## src/rtl/sram_arb_pkg.sv

```systemverilog
// Shared definitions for the SRAM port arbiter: controller state encoding
// and the width of the optional stall counter.
// The stall counter is built only when SRAM_PORT_ARBITER_PERF_EN is defined.
package sram_arb_pkg;

   typedef enum logic {
      ARB_CLEAR = 1'b0,
      ARB_RUN   = 1'b1
   } arb_state_e;

   localparam int PERF_CNT_W = 32;

endpackage

```

## src/rtl/rr_arbiter.sv

```systemverilog
// One-hot round-robin picker. The search starts at rr_ptr_i and wraps from
// NUM_REQ-1 back to 0. It also returns the pointer value that follows the
// winner. With en_i low nothing is granted.
module rr_arbiter #(
   parameter int NUM_REQ  = 4,
   parameter int ID_WIDTH = $clog2(NUM_REQ)
) (
   input  logic [NUM_REQ-1:0]  req_i,
   input  logic [ID_WIDTH-1:0] rr_ptr_i,
   input  logic                en_i,
   output logic [NUM_REQ-1:0]  grant_o,
   output logic [ID_WIDTH-1:0] grant_id_o,
   output logic [ID_WIDTH-1:0] rr_ptr_d_o
);

   int                  idx;
   logic [ID_WIDTH-1:0] sel;
   logic                found;

   // Scan requesters in rotating priority order and keep the first hit.
   always_comb begin
      grant_o    = '0;
      grant_id_o = '0;
      rr_ptr_d_o = rr_ptr_i;
      found      = 1'b0;
      idx        = 0;
      sel        = '0;
      if (en_i) begin
         for (int k = 0; k < NUM_REQ; k++) begin
            idx = int'(rr_ptr_i) + k;
            if (idx >= NUM_REQ) idx = idx - NUM_REQ;
            sel = ID_WIDTH'(idx);
            if (!found && req_i[sel]) begin
               found        = 1'b1;
               grant_o[sel] = 1'b1;
               grant_id_o   = sel;
               rr_ptr_d_o   = (idx == NUM_REQ - 1) ? '0 : ID_WIDTH'(idx + 1);
            end
         end
      end
   end

endmodule

```

## src/rtl/sram_port_arbiter.sv

```systemverilog
// Shares a 1r1w SRAM between NUM_REQ round-robin readers and one writer.
// After every reset, the controller writes zero to every entry (CLEAR).
// Only then does it accept accesses (RUN).
// Read data comes straight from the SRAM one cycle after the grant, tagged
// with the requester id.
// Handshake: a requester holds rd_req/rd_addr until it sees rd_grant in the
// same cycle. Writes are accepted whenever wr_req is high in RUN, and wr_ack
// is wr_req. No ready/stall exists for writes.
// Optional: SRAM_PORT_ARBITER_PERF_EN adds the perf_stall_count output.
module sram_port_arbiter
   import sram_arb_pkg::*;
#(
   parameter int NUM_REQ    = 4,
   parameter int DATA_WIDTH = 20,
   parameter int SIZE       = 64,
   parameter int ADDR_WIDTH = $clog2(SIZE),
   parameter int ID_WIDTH   = $clog2(NUM_REQ)
) (
   input  logic                          clk,
   input  logic                          reset,
   input  logic [NUM_REQ-1:0]            rd_req,
   input  logic [NUM_REQ*ADDR_WIDTH-1:0] rd_addr,
   output logic [NUM_REQ-1:0]            rd_grant,
   output logic                          rd_resp_valid,
   output logic [ID_WIDTH-1:0]           rd_resp_id,
   output logic [DATA_WIDTH-1:0]         rd_resp_data,
   input  logic                          wr_req,
   input  logic [ADDR_WIDTH-1:0]         wr_addr,
   input  logic [DATA_WIDTH-1:0]         wr_data,
   output logic                          wr_ack,
   output logic                          init_done,
   output logic                          sram_read_en,
   output logic [ADDR_WIDTH-1:0]         sram_read_addr,
   input  logic [DATA_WIDTH-1:0]         sram_read_data,
   output logic                          sram_write_en,
   output logic [ADDR_WIDTH-1:0]         sram_write_addr,
   output logic [DATA_WIDTH-1:0]         sram_write_data,
   output arb_state_e                    dbg_state
`ifdef SRAM_PORT_ARBITER_PERF_EN
   ,
   output logic [PERF_CNT_W-1:0]         perf_stall_count
`endif
);

   localparam logic [ADDR_WIDTH-1:0] LAST_ADDR = ADDR_WIDTH'(SIZE - 1);

   arb_state_e          state_q;
   logic [ADDR_WIDTH-1:0] clear_ptr_q;
   logic [ID_WIDTH-1:0] rr_ptr_q;
   logic [ID_WIDTH-1:0] rr_ptr_d;
   logic [ID_WIDTH-1:0] grant_id;
   logic [NUM_REQ-1:0]  grant;
   logic                init_done_q;
   logic                resp_valid_q;
   logic [ID_WIDTH-1:0] resp_id_q;
   logic                run;

   assign run = (state_q == ARB_RUN);

   rr_arbiter #(
      .NUM_REQ  (NUM_REQ),
      .ID_WIDTH (ID_WIDTH)
   ) u_rr_arbiter (
      .req_i      (rd_req),
      .rr_ptr_i   (rr_ptr_q),
      .en_i       (run),
      .grant_o    (grant),
      .grant_id_o (grant_id),
      .rr_ptr_d_o (rr_ptr_d)
   );

   // Read port: the winner's address goes straight to the SRAM.
   assign rd_grant       = grant;
   assign sram_read_en   = |grant;
   assign sram_read_addr = sram_read_en ? rd_addr[int'(grant_id)*ADDR_WIDTH +: ADDR_WIDTH] : '0;

   // Write port: the clear sequencer owns it until RUN, then the writer does.
   assign sram_write_en   = run ? wr_req  : 1'b1;
   assign sram_write_addr = run ? wr_addr : clear_ptr_q;
   assign sram_write_data = run ? wr_data : '0;
   assign wr_ack          = run & wr_req;

   assign rd_resp_valid = resp_valid_q;
   assign rd_resp_id    = resp_id_q;
   assign rd_resp_data  = sram_read_data;
   assign init_done     = init_done_q;
   assign dbg_state     = state_q;

   // Clear/run controller, round-robin pointer and read response tag.
   always_ff @(posedge clk) begin
      if (reset) begin
         state_q      <= ARB_CLEAR;
         clear_ptr_q  <= '0;
         rr_ptr_q     <= '0;
         init_done_q  <= 1'b0;
         resp_valid_q <= 1'b0;
         resp_id_q    <= '0;
      end else begin
         unique case (state_q)
            ARB_CLEAR: begin
               resp_valid_q <= 1'b0;
               if (clear_ptr_q == LAST_ADDR) begin
                  clear_ptr_q <= '0;
                  state_q     <= ARB_RUN;
                  init_done_q <= 1'b1;
               end else begin
                  clear_ptr_q <= clear_ptr_q + 1'b1;
               end
            end
            ARB_RUN: begin
               resp_valid_q <= |grant;
               if (|grant) begin
                  resp_id_q <= grant_id;
                  rr_ptr_q  <= rr_ptr_d;
               end
            end
            default: state_q <= ARB_CLEAR;
         endcase
      end
   end

`ifdef SRAM_PORT_ARBITER_PERF_EN
   logic [PERF_CNT_W-1:0] perf_q;

   // Count RUN cycles where some requester was left waiting; saturate.
   always_ff @(posedge clk) begin
      if (reset) begin
         perf_q <= '0;
      end else if (run && ((rd_req & ~grant) != '0) && (perf_q != '1)) begin
         perf_q <= perf_q + 1'b1;
      end
   end

   assign perf_stall_count = perf_q;
`endif

endmodule

```

## config.mk

```make
export PLATFORM = sky130hd
export DESIGN_NAME = sram_port_arbiter
export DESIGN_NICKNAME = d
export VERILOG_FILES = /design/src/rtl/sram_arb_pkg.sv /design/src/rtl/rr_arbiter.sv /design/src/rtl/sram_port_arbiter.sv
export SDC_FILE = /design/constraint.sdc
export NUM_CORES = 1
export LEC_CHECK = 0
export ABC_AREA = 1
export BUFFER_PORTS_ARGS = -buffer_cell sky130_fd_sc_hd__buf_4
export CORE_MARGIN = 2
export CORE_UTILIZATION = 43
export CTS_CLUSTER_DIAMETER = 200
export DETAILED_ROUTE_END_ITERATION = 16
export GPL_ROUTABILITY_DRIVEN = 0
export PLACE_DENSITY = 0.86
export SLEW_MARGIN = 10
export SYNTH_ARGS = -nofsm -noshare
export SYNTH_HDL_FRONTEND = slang
export SYNTH_SLANG_ARGS = --single-unit
```

## constraint.sdc

```tcl
create_clock -name clk -period 4 [get_ports clk]
set_input_delay 0 -clock clk [delete_from_list [all_inputs] [get_ports clk]]
set_output_delay 0 -clock clk [all_outputs]
set_load 0.005 [all_outputs]
```

==> Word-level counts from Yosys, hierarchy flattened <==
Index checks and enable logic that the tools add are counted.
{ "word_totals": {"regBits": 13, "in_bits": 77, "out_inout_bits": 64, "elab_cells": 116} }
{ "classes": {"addsub": 12, "n_mul": 1, "magnitude_cmp": 12, "n_eq_ne": 5, "shift": 1, "n_mux": 59, "n_bitwise": 5, "reduce_logical": 15} }
{ "ops": {"columns": ["op", "count"], "rows": [
  ["$mux 32", 8],
  ["$eq 32x3->1 const B", 4],
  ["$ge 32x4->1 const B", 3],
  ["$sub 32x4->32 const B", 3],
  ["$mux 4", 8],
  ["$mux 2", 13],
  ["$shiftx 24x6->6", 1],
  ["$mux 20", 1],
  ["$mux 6", 3],
  ["$mux 1", 17],
  ["$lt 2x3->1 const B", 4],
  ["$or 4x4->4", 3],
  ["$add 2x2->2 const B", 4],
  ["$bmux 1 s2", 4],
  ["$demux 1 s2", 4],
  ["$ge 2x1->1 const B", 4],
  ["$logic_and 1x1->1", 7],
  ["$add 2x2->3 const B", 2],
  ["$add 6x1->6 const B", 1],
  ["$eq 6x6->1 const B", 1],
  ["$mul 2x2->4 const B", 1],
  ["$reduce_and 2->1", 2],
  ["$reduce_bool 4->1", 1],
  ["$reduce_or 4->1", 1],
  ["other kinds (8)", 10]
]} }

==> Logic depth before layout (Yosys ltp) <==
Gate-level depths: netlist of the first run.
{ "logic_depth": {"word_depth": 22, "mapped_depth": 16, "depth_no_buf": 15} }

==> Cells and area by module <==
Synthesis of the first run repeated with hierarchy kept, for this count alone.
{ "unflattened": {"cells_unflattened": 323, "hier_area_um2": 1835.5} }
{ "by_module_without_submodules": {"columns": ["mod", "instances", "cells_each", "area_each_um2", "seq_area_each_um2"], "rows": [
  ["sram_port_arbiter", 1, 201, 1148.6, 260.2],
  ["rr_arbiter", 1, 122, 686.9, 0.0]
]} }

==> Least setup slack after synthesis of the first run <==
No wires, ideal clock.
{ "synth_path": {"path_type": "flip-flop to flip-flop", "startpoint": "register rr_ptr_q[0]", "endpoint": "register rr_ptr_q[0]", "setup_ps": 116, "t_arrival_ps": 2228, "required_ps": 3884, "setup_slack_ps": 1656, "stages_incl_launch_ff": 15, "n_path_buf": 1, "period_less_slack_ps": 2344, "cell_sequence": "dfxtp_1 inv_2 ha_1 inv_1 nand3_1 nand2_2 nor2_4 nand2_1 nand2_1 nand3_1 o21ai_1 nand2_1 buf_6 a21oi_1 nor2_1"} }
{ "synth_via": {"elab_chain_len": 21, "word_cells_on_any_way": 89, "classes_between": "add/sub (11); order compare (12); eq/ne (4); mux (46); bitwise (3); reduce/logical (13)"} }
{ "synth_rtl": {"columns": ["item", "line", "text"], "rows": [
  ["from (decl)", "sram_port_arbiter.sv:49", "logic [ID_WIDTH-1:0] rr_ptr_q;"],
  ["from (signal assigned)", "sram_port_arbiter.sv:114", "rr_ptr_q <= rr_ptr_d;"],
  ["parallel branches: the longest is 17 deep, another holds $sub 32x4->32", null, null],
  ["$mux 4 (*)", "rr_arbiter.sv:33", "if (!found && req_i[sel]) begin"],
  ["$mux 4 (*)", "rr_arbiter.sv:28", "if (en_i) begin"],
  ["$reduce_or 4->1 (*)", null, null],
  ["net sram_read_en", "sram_port_arbiter.sv:32", "output logic sram_read_en,"],
  ["$reduce_and 3->1 (no source line) (*)", null, null]
]} }
Mark *: on every way through the listed nets, which the timed path passes. The select of a mux whose other input is x is not followed.
A chain may end at the register's enable or synchronous reset.

==> Worst setup path after layout of the first run <==
{ "layout_path": {"startpoint": "register rr_ptr_q[0]", "endpoint": "output port sram_read_addr[2]"} }
{ "layout_via": {"elab_chain_len": 22, "word_cells_on_any_way": 79, "classes_between": "add/sub (7); mul (1); order compare (12); shift (1); mux (44); bitwise (3); reduce/logical (11)"} }
{ "layout_rtl": {"columns": ["item", "line", "text"], "rows": [
  ["parallel branches: the longest is 21 deep, another holds $sub 32x4->32", null, null],
  ["$mux 6 (*)", "sram_port_arbiter.sv:75", "assign sram_read_addr = sram_read_en ? rd_addr[int'(grant_id)*ADDR_WIDTH +: ADDR_WIDTH] : '0;"],
  ["to (decl)", "sram_port_arbiter.sv:33", "output logic [ADDR_WIDTH-1:0] sram_read_addr,"]
]} }
Every way passes the cells marked *. The select of a mux whose other input is x is not followed.

==> results of run 1 <==
routing by layer:
metal | wire [um] | vias up | GRT usage, %
met5 | 0 | - | 0
met4 | 127 | 0 | 7.75
met3 | 497 | 15 | 4.22
met2 | 2570 | 98 | 38.3
met1 | 1860 | 909 | 22.5
li1 | - | 1107 | -
through the flow:
step | setup WS (ps) | util [%] | total power (W)
CTS | 911 | 61.2 | 0.000351
detailed placement | 1130 | 59.8 | 0.000237
floorplan | 1660 | - | 0.000199
finish | 873 | 61.2 | 0.000349
global route | 607 | 61.2 | 0.000370
global placement | 1260 | 59.8 | 0.000235
registers in the layout (all words and copies together) (netlist names):
name,cells
clear_ptr_q,6
dbg_state,1
init_done,1
rd_resp_id,2
rd_resp_valid,1
rr_ptr_q,2
path summary, 6_finish.rpt:
check | slack [ps] | from | end
max reg2reg | 1080 | rr_ptr_q[0]$_SDFFE_PP0P_ | rr_ptr_q[1]$_SDFFE_PP0P_
min | 0.002 | sram_read_data[0] | rd_resp_data[0]
max | 870 | rr_ptr_q[0]$_SDFFE_PP0P_ | sram_read_addr[2]
min reg2reg | 450 | init_done$_SDFFE_PP0P_ | init_done$_SDFFE_PP0P_
cells by family (layout without fill, tap and decap cells):
family | count (synthesis) | after routing | share of synthesized area (%)
simple gates | 190 | 190 | 48.6
buf+inv | 74 | 150 | 21.4
compound gates | 29 | 29 | 9.85
flops | 13 | 13 | 14.5
fa+ha+maj | 8 | 8 | 5.59
placed cells by master, fill, tap and decap left out:
cell and count:
clkbuf_1 1, nand3_4 1, a21oi_1 9, nor2_8 1
buf_4 101, nor3_1 3, clkbuf_8 3, nand3_2 2
or2_2 1, o21ai_1 3, nand2_4 3, dfxtp_1 13
ha_1 8, nor2_4 2, o21ai_4 1, inv_1 41
nand4_1 5, a31oi_1 1, a21boi_1 2, nand2_2 7
inv_2 3, dlygate4sd3_1 1, o21ai_0 11, nand3_1 33
a21boi_0 1, nand2_1 107, nor2_1 25, a21oi_4 1
worst max-delay path, stage by stage, from the launching register on:
cell,delay (ps)
dfxtp_1,640
inv_2,200
ha_1,440
inv_1,120
nand3_1,120
nand2_2,100
nor2_4,180
nand2_1,100
nand2_1,100
nand2_2,60
o21ai_4,150
nand2_2,230
nand2_1,110
nand3_1,80
nand2_1,80
nor2_1,50
buf_4,130
cells in the mapped netlist, drive strengths merged (3+ instances only):
cell type | n | area (um2)
nor3 | 3 | 15.0
inv | 44 | 165
nand2 | 117 | 479
clkbuf | 3 | 11.3
nand4 | 5 | 31.3
buf | 27 | 208
a21oi | 10 | 61.3
a21boi | 3 | 22.5
ha | 8 | 100
o21ai | 15 | 86.3
nand3 | 36 | 203
nor2 | 28 | 136
dfxtp | 13 | 260
repair_timing:
action | CTS | global route
hold buffers | 1 | 0
hold endpoints to repair | 5 | 0
endpoints found under the setup margin | 0 | 0
report_power, final:
group	switching (W)	internal [W]
logic	0.0000461	0.0000544
registers	0.00000316	0.000132
clock network	0.0000428	0.0000701
final cells by class:
class	instances	area (um2)	share of cell area, %
clock buffer	4	45.0	1.84
inverter	44	165	6.74
multi-input combinational	227	1150	46.9
sequential	13	260	10.6
tap	50	62.6	2.55
timing repair buffer	102	768	31.4
==> flow_metrics.env, run 1 <==
export IMPL_clk_path_buf_depth=2
export IMPL_fill_cells=379
export IMPL_design_core_area_um2=4000
export IMPL_cts_tree="yes"
export IMPL_std_cell_rows=23
export IMPL_drive_gt1_share_pct=32.3
export IMPL_antenna_cells=0
export IMPL_cp_data_required_time_ps=4000
export IMPL_routed_via_count=2129
export IMPL_grt_pass1_wl_mm=7.66
export IMPL_hold_violations=0
export IMPL_max_cap_violations=0
export IMPL_synth_edf_count=0
export IMPL_antenna_found_initial=0
export IMPL_yosysUniqueCellTypes=29
export IMPL_syn_avg_cell_area_um2=5.71
export IMPL_ys_seq_area_share_pct=14.5
export IMPL_period_minus_slack_ps=3130
export IMPL_final_period_utilization_pct=78.2
export IMPL_post_cts_setup_buffers=0
export IMPL_ff2ff_path_depth=13
export IMPL_layoutNonFillerInstCount=440
export IMPL_relSlewSlack_pct=66.0
export IMPL_end_kind="primary output"
export IMPL_syn_to_final_growth_pct=36.7
export IMPL_grt_pass1_vias=1847
export IMPL_numCtsBuffers=3
export IMPL_synthesis_nets=399
export IMPL_wl_per_cell_um=11.5
export IMPL_worst_ep_arrival_time_ps=3130
export IMPL_clk_latency_ps=240
export IMPL_ant_nets=0
export IMPL_die_y_um=68.6
export IMPL_clockRootBuffer="clkbuf_8"
export IMPL_start_util_pct=44.8
export IMPL_grt_max_degree=46
export IMPL_cts_max_level=1
export IMPL_setup_viol=0
export IMPL_overflow=0
export IMPL_worst_pin_slew_ps=510
export IMPL_drt_total_wl_mm=5.05
export IMPL_drc=0
export IMPL_final_nets=476
export IMPL_critPathKind="flop to primary output"
export IMPL_hold_worst_slack_ps=0.00180
export IMPL_power_density_nw_per_um2=143
export IMPL_die_area_um2=4700
export IMPL_grt_setup_unrepaired="no"
export IMPL_grt_usage_pct=20.5
export IMPL_die_x_um=68.6
export IMPL_fmax_ghz=0.320
export IMPL_synth_area_um2=1790
export IMPL_placed_area_um2=2390
export IMPL_status="finished clean"
export IMPL_clkTransAtPathRegs_ps=50
export IMPL_hold_path_class="primary input to primary output"
export IMPL_first_iter_violations=99
export IMPL_synthFlopType="dfxtp_1"
export IMPL_portBuffers=100
export IMPL_cts_resized=0
export IMPL_start_kind="flop"
export IMPL_ios=141
export IMPL_synthCells=314
export IMPL_fin_skew_ps=4.90
export IMPL_cp_max_fo=14
export IMPL_firstDrtPassIters=4
export IMPL_ys_warnings_count=0
export IMPL_tns_ps=0
export IMPL_holdPathStages=0
export IMPL_postLayoutCellArea_um2=2450
export IMPL_clock_sinks=13
export IMPL_leakage_nw=1.43
export IMPL_placed_cells=435
export IMPL_synth_seq_cells=13
export IMPL_vdd_drop_max_mv=0.101
export IMPL_drv_slew=0
export IMPL_vias_per_cell=4.84
export IMPL_async_reset_ff_share_pct=0
export IMPL_dpl_hpwl_mm=4.14
Note: power is estimated with default switching activity, not from simulation.
==> inputs of run 2 (changes only) <==
--- a/config.mk
+++ b/config.mk
@@ -8,11 +8,11 @@
 export ABC_AREA = 1
 export BUFFER_PORTS_ARGS = -buffer_cell sky130_fd_sc_hd__buf_4
 export CORE_MARGIN = 2
-export CORE_UTILIZATION = 43
+export CORE_UTILIZATION = 36
 export CTS_CLUSTER_DIAMETER = 200
 export DETAILED_ROUTE_END_ITERATION = 16
 export GPL_ROUTABILITY_DRIVEN = 0
-export PLACE_DENSITY = 0.86
+export PLACE_DENSITY = 0.77
 export SLEW_MARGIN = 10
 export SYNTH_ARGS = -nofsm -noshare
 export SYNTH_HDL_FRONTEND = slang
==> constraint.sdc (replaced) <==
create_clock -name clk -period 2.6 [get_ports clk]
set_input_delay 0 -clock clk [delete_from_list [all_inputs] [get_ports clk]]
set_output_delay 0 -clock clk [all_outputs]
set_load 0.005 [all_outputs]
==> run 2 against run 1 <==
Total power grew 58%; combinational power grew 68%; first-iteration DRC count shrank 45%; non-clock buffer count grew 11; global-route usage shrank 3.4 points; clock skew shrank 1.8 ps; sequential share of layout area shrank 0.68 points; utilization shrank 6.2 points; die area grew 18%.
==> flow_metrics.env, run 2 (same netlist as run 1, synthesis figures left out) <==
export IMPL_worst_ep_arrival_time_ps=2410
export IMPL_regMostFlops="clear_ptr_q"
export IMPL_placed_cells=456
export IMPL_hold_worst_slack_ps=0.00200
export IMPL_clk_latency_ps=240
export IMPL_period_minus_slack_ps=2410
export IMPL_power_density_nw_per_um2=211
export IMPL_antenna_found_initial=0
export IMPL_firstDrtPassIters=4
export IMPL_clk_path_buf_depth=2
export IMPL_vdd_drop_max_mv=0.217
export IMPL_portBuffers=100
export IMPL_die_y_um=74.5
export IMPL_cts_max_level=1
export IMPL_largest_reg_flops=6
export IMPL_max_cap_violations=0
export IMPL_holdPathStages=0
export IMPL_die_x_um=74.5
export IMPL_critPathKind="flop to primary output"
export IMPL_syn_to_final_growth_pct=46.0
export IMPL_tns_ps=0
export IMPL_clockRootBuffer="clkbuf_8"
export IMPL_startpoint="rr_ptr_q[1]$_SDFFE_PP0P_"
export IMPL_power_w=0.000553
export IMPL_start_util_pct=37.7
export IMPL_cp_data_required_time_ps=2600
export IMPL_timing_rr_start="rr_ptr_q[1]$_SDFFE_PP0P_"
export IMPL_drc=0
export IMPL_numCtsBuffers=3
export IMPL_layoutNonFillerInstCount=469
export IMPL_hp_start="sram_read_data[1]"
export IMPL_hold_path_class="primary input to primary output"
export IMPL_first_iter_violations=54
export IMPL_drive_gt1_share_pct=34.8
export IMPL_ios=141
export IMPL_postLayoutCellArea_um2=2620
export IMPL_die_area_um2=5560
export IMPL_clkTransAtPathRegs_ps=50
export IMPL_ant_nets=0
export IMPL_hold_path_endpoint="rd_resp_data[1]"
export IMPL_setup_viol=0
export IMPL_grt_pass1_wl_mm=7.90
export IMPL_start_kind="flop"
export IMPL_final_common_cell="buf_4"
export IMPL_fmax_ghz=0.415
export IMPL_routed_via_count=2236
export IMPL_grt_usage_pct=17.1
export IMPL_worst_pin_slew_ps=604
export IMPL_vias_per_cell=4.77
export IMPL_drv_slew=0
export IMPL_cp_max_fo=8
export IMPL_end_kind="primary output"
export IMPL_dpl_hpwl_mm=4.15
export IMPL_grt_setup_unrepaired="no"
export IMPL_final_nets=488
export IMPL_status="finished clean"
export IMPL_overflow=0
export IMPL_relSlewSlack_pct=59.7
export IMPL_fin_skew_ps=3.09
export IMPL_std_cell_rows=25
export IMPL_grt_max_degree=37
export IMPL_grt_pass1_vias=1940
export IMPL_leakage_nw=1.51
export IMPL_drt_total_wl_mm=5.36
export IMPL_cts_tree="yes"
export IMPL_hold_violations=0
export IMPL_placed_area_um2=2440
export IMPL_r2r_slack_ps=380
export IMPL_antenna_cells=0
export IMPL_wl_per_cell_um=11.4
export IMPL_mostFrequentLayoutCells="buf_4, nand2_1, inv_1"
export IMPL_timing_rr_end="rd_resp_id[1]$_SDFFE_PP0P_"
export IMPL_design_core_area_um2=4750
export IMPL_final_period_utilization_pct=92.7
export IMPL_ff2ff_path_depth=14
export IMPL_clock_sinks=13
run 2: changes by cell type in the layout (fill, tap and decap cells not counted):
cell | previous run | this run
ha_1 | 8 | 7
buf_12 | 0 | 3
ha_4 | 0 | 1
nand2_4 | 3 | 4
nand2_2 | 7 | 8
buf_4 | 101 | 109
nand2_1 | 107 | 106
run 2: final cells by class:
type,count,area (um2)
timing repair buffer,113,888
sequential,13,260
tap,67,83.8
inverter,44,165
fill,479,2140
multi-input combinational,228,1170
clock buffer,4,45.0
run 2: power breakdown:
group | leakage (nW) | internal, W | switching (W)
registers | 0.105 | 0.000204 | 0.00000512
logic | 1.38 | 0.0000967 | 0.0000737
clock network | 0.0228 | 0.000108 | 0.0000655
total | 1.51 | 0.000408 | 0.000144
run 2: through the flow:
| stage | worst slack (ps) | util (%) |
|---|---|---|
| after global routing | 4.77 | 55.0 |
| after detailed placement | 207 | 51.4 |
| final | 191 | 55.0 |
| after global placement | 302 | 51.4 |
| after CTS | 18.2 | 52.7 |
| after floorplan | 256 | - |
run 2: metal layers:
metal  vias to the layer above  part of all wire [%]  GRT usage (%)  routed length, um
met5                         -                     0              0                  0
met4                         0                   1.5           5.56                 80
met3                        14                   7.2           2.71                388
met2                        86                    51           31.7               2730
met1                      1002                    40           19.9               2160
li1                       1134                     -              -                  -
run 2: critical path, cell delays in order, from the launching register on:
cell,delay (ps)
dfxtp_1,330
inv_1,80
ha_4,300
inv_1,90
nand3_1,110
nand2_2,90
nor2_4,140
nand2_1,100
nand2_1,90
nand2_2,60
o21ai_4,70
buf_12,140
buf_12,110
nand3_1,60
nand3_1,100
nand2_1,60
nor2_1,100
buf_4,120
run 2: what timing repair did:
action                     in CTS  in global routing
buffers inserted                0                  7
setup endpoints to repair       6                  6
hold endpoints to repair        5                  0
hold buffers                    1                  0
gates resized for setup         1                  3
pin swaps                       0                  4
cloned                          0                  1
run 2: worst max-delay path by stage:
stage,end,slack [ps],cells after the start
floorplan,rr_ptr_q[0]$_SDFFE_PP0P_,260,14
global placement,sram_read_addr[4],300,16
detailed placement,sram_read_addr[3],210,16
CTS,sram_read_addr[3],20,16
global route,sram_read_addr[5],5,17
finish,sram_read_addr[2],190,17
==> inputs of run 3 (changes only) <==
--- a/config.mk
+++ b/config.mk
@@ -6,13 +6,15 @@
 export NUM_CORES = 1
 export LEC_CHECK = 0
 export ABC_AREA = 1
-export BUFFER_PORTS_ARGS = -buffer_cell sky130_fd_sc_hd__buf_4
+export BUFFER_PORTS_ARGS = -buffer_cell sky130_fd_sc_hd__buf_2
+export CELL_PAD_IN_SITES_DETAIL_PLACEMENT = 1
+export CELL_PAD_IN_SITES_GLOBAL_PLACEMENT = 2
 export CORE_MARGIN = 2
-export CORE_UTILIZATION = 36
+export CORE_UTILIZATION = 16
 export CTS_CLUSTER_DIAMETER = 200
 export DETAILED_ROUTE_END_ITERATION = 16
 export GPL_ROUTABILITY_DRIVEN = 0
-export PLACE_DENSITY = 0.77
+export PLACE_DENSITY_LB_ADDON = 0.1
 export SLEW_MARGIN = 10
 export SYNTH_ARGS = -nofsm -noshare
 export SYNTH_HDL_FRONTEND = slang
==> run 3 against run 2 <==
Register-to-register slack better by 40 ps; non-clock buffer count up 6; wire length up 25%; total power down 2.7%; first-iteration DRC count up 57%; final area down 3.7%; die area up 120%; utilization down 32 points; worst setup slack better by 33 ps; clock power up 3%; global-route usage down 6.5 points; sequential power about the same.
==> flow_metrics.env, run 3 (same netlist as run 1, synthesis figures left out) <==
export IMPL_status="finished clean"
export IMPL_final_common_cell="nand2_1"
export IMPL_die_y_um=110
export IMPL_worst_pin_slew_ps=516
export IMPL_grt_pass1_wl_mm=10.3
export IMPL_start_kind="flop"
export IMPL_antenna_cells=0
export IMPL_drc=0
export IMPL_mostFrequentLayoutCells="nand2_1, buf_2, inv_1"
export IMPL_drt_total_wl_mm=6.72
export IMPL_hold_worst_slack_ps=0.00224
export IMPL_relSlewSlack_pct=65.6
export IMPL_period_minus_slack_ps=2380
export IMPL_firstDrtPassIters=4
export IMPL_fin_skew_ps=1.38
export IMPL_dpl_hpwl_mm=5.40
export IMPL_leakage_nw=1.52
export IMPL_hold_path_class="primary input to primary output"
export IMPL_clkPwrFrac_pct=33.1
export IMPL_p_switching_w=0.000155
export IMPL_cp_data_required_time_ps=2600
export IMPL_grt_max_degree=32
export IMPL_fmax_ghz=0.421
export IMPL_switching_share_pct=28.8
export IMPL_die_area_um2=12100
export IMPL_ios=141
export IMPL_design_core_area_um2=10900
export IMPL_placed_cells=530
export IMPL_layoutNonFillerInstCount=549
export IMPL_overflow=0
export IMPL_wl_per_cell_um=12.2
export IMPL_drive_gt1_share_pct=37.9
export IMPL_numCtsBuffers=3
export IMPL_largest_reg_flops=6
export IMPL_tns_ps=0
export IMPL_start_util_pct=16.5
export IMPL_antenna_found_initial=0
export IMPL_routed_via_count=2211
export IMPL_cp_max_fo=13
export IMPL_cts_max_level=1
export IMPL_clkTransAtPathRegs_ps=50
export IMPL_vias_per_cell=4.03
export IMPL_syn_to_final_growth_pct=40.6
export IMPL_die_x_um=110
export IMPL_clock_sinks=13
export IMPL_power_density_nw_per_um2=213
export IMPL_ant_nets=0
export IMPL_drv_slew=0
export IMPL_portBuffers=100
export IMPL_regMostFlops="clear_ptr_q"
export IMPL_grt_pass1_vias=1989
export IMPL_first_iter_violations=85
export IMPL_worst_ep_arrival_time_ps=2380
export IMPL_setup_viol=0
export IMPL_std_cell_rows=38
export IMPL_hold_violations=0
export IMPL_vdd_drop_max_mv=0.136
export IMPL_end_kind="primary output"
export IMPL_critPathKind="flop to primary output"
export IMPL_final_period_utilization_pct=91.4
export IMPL_max_cap_violations=0
export IMPL_grt_usage_pct=10.6
export IMPL_fill_cells=1422
export IMPL_power_w=0.000538
export IMPL_combPwrFrac_pct=28.1
export IMPL_clockRootBuffer="clkbuf_8"
export IMPL_p_int_w=0.000383
export IMPL_clk_path_buf_depth=2
export IMPL_final_nets=495
export IMPL_clk_latency_ps=240
export IMPL_seqPwrFrac_pct=38.8
export IMPL_cts_tree="yes"
export IMPL_grt_setup_unrepaired="no"
[run 3: cell types whose count changed in the layout (fill, tap and decap cells not counted)]
cell / delta
inv_2: +2
inv_1: -2
nand3_1: -1
dfxtp_1: -3
buf_4: -96
nand2_4: +1
buf_2: +100
buf_12: -2
nand2_2: +1
nand3_2: +1
buf_6: +4
o21ai_2: +1
nand2_1: -2
dfxtp_2: +3
[run 3: metrics by stage]
step | instance area (um2) | setup slack [ps] | utilization, %
5_1_grt | 2520 | 6.59 | 23.1
4_1_cts | 2400 | 13.1 | 22.1
2_1_floorplan | 1790 | 256 | -
3_5_place_dp | 2290 | 43.6 | 21.1
3_3_place_gp | 2290 | 3.78 | 21.1
6_report | 2520 | 224 | 23.1
[run 3: layer usage]
layer	global-route usage (%)	vias to the layer above	routed length, um
li1	-	1154	-
met1	14.6	973	3260
met2	17.4	75	2840
met3	2.07	9	536
met4	1.81	0	81
met5	0	-	0
[run 3: worst paths after layout]
path	startpoint	end	slack, ps	cells after the start
setup / recovery	rr_ptr_q[1]$_SDFFE_PP0P_	sram_read_addr[1]	220	17
hold / removal	sram_read_data[11]	rd_resp_data[11]	0.002	0
setup reg to reg	rr_ptr_q[0]$_SDFFE_PP0P_	rd_resp_id[1]$_SDFFE_PP0P_	420	14
hold reg to reg	init_done$_SDFFE_PP0P_	init_done$_SDFFE_PP0P_	450	2
[run 3: cell type report]
type / instances / area (um2) / share of cell area, %
timing repair buffer: 119 / 673 / 26.7
clock buffer: 4 / 45.0 / 1.79
multi-input combinational: 229 / 1200 / 47.5
inverter: 44 / 165 / 6.55
sequential: 13 / 264 / 10.5
tap: 140 / 175 / 6.95
[run 3: critical path: stages (launching register included)]
cell	delay, ps
dfxtp_2	330
inv_2	50
ha_4	260
inv_2	90
nand3_2	80
nand2_2	130
buf_4	130
nand2_2	60
nor2_4	140
inv_2	70
nand3_1	70
nand2_1	100
a21oi_4	180
buf_12	150
nand3_1	80
nand2_1	60
nor2_1	50
buf_2	120
[run 3: power groups by stage]
stage / clock (W) / combinational, W / sequential (W)
floorplan: 0 / 0.0000946 / 0.000211
global placement: 0 / 0.000134 / 0.000213
detailed placement: 0 / 0.000132 / 0.000213
CTS: 0.000188 / 0.000144 / 0.000208
global route: 0.000200 / 0.000171 / 0.000209
finish: 0.000178 / 0.000151 / 0.000208
[run 3: what timing repair did]
item                                   in CTS  in global routing
setup buffers                               4                  8
hold buffers                                1                  0
setup endpoints to repair                   6                 10
pin swaps                                   2                 12
gates resized for setup                     3                 13
endpoints found under the hold margin       4                  0
gates cloned                                2                  0
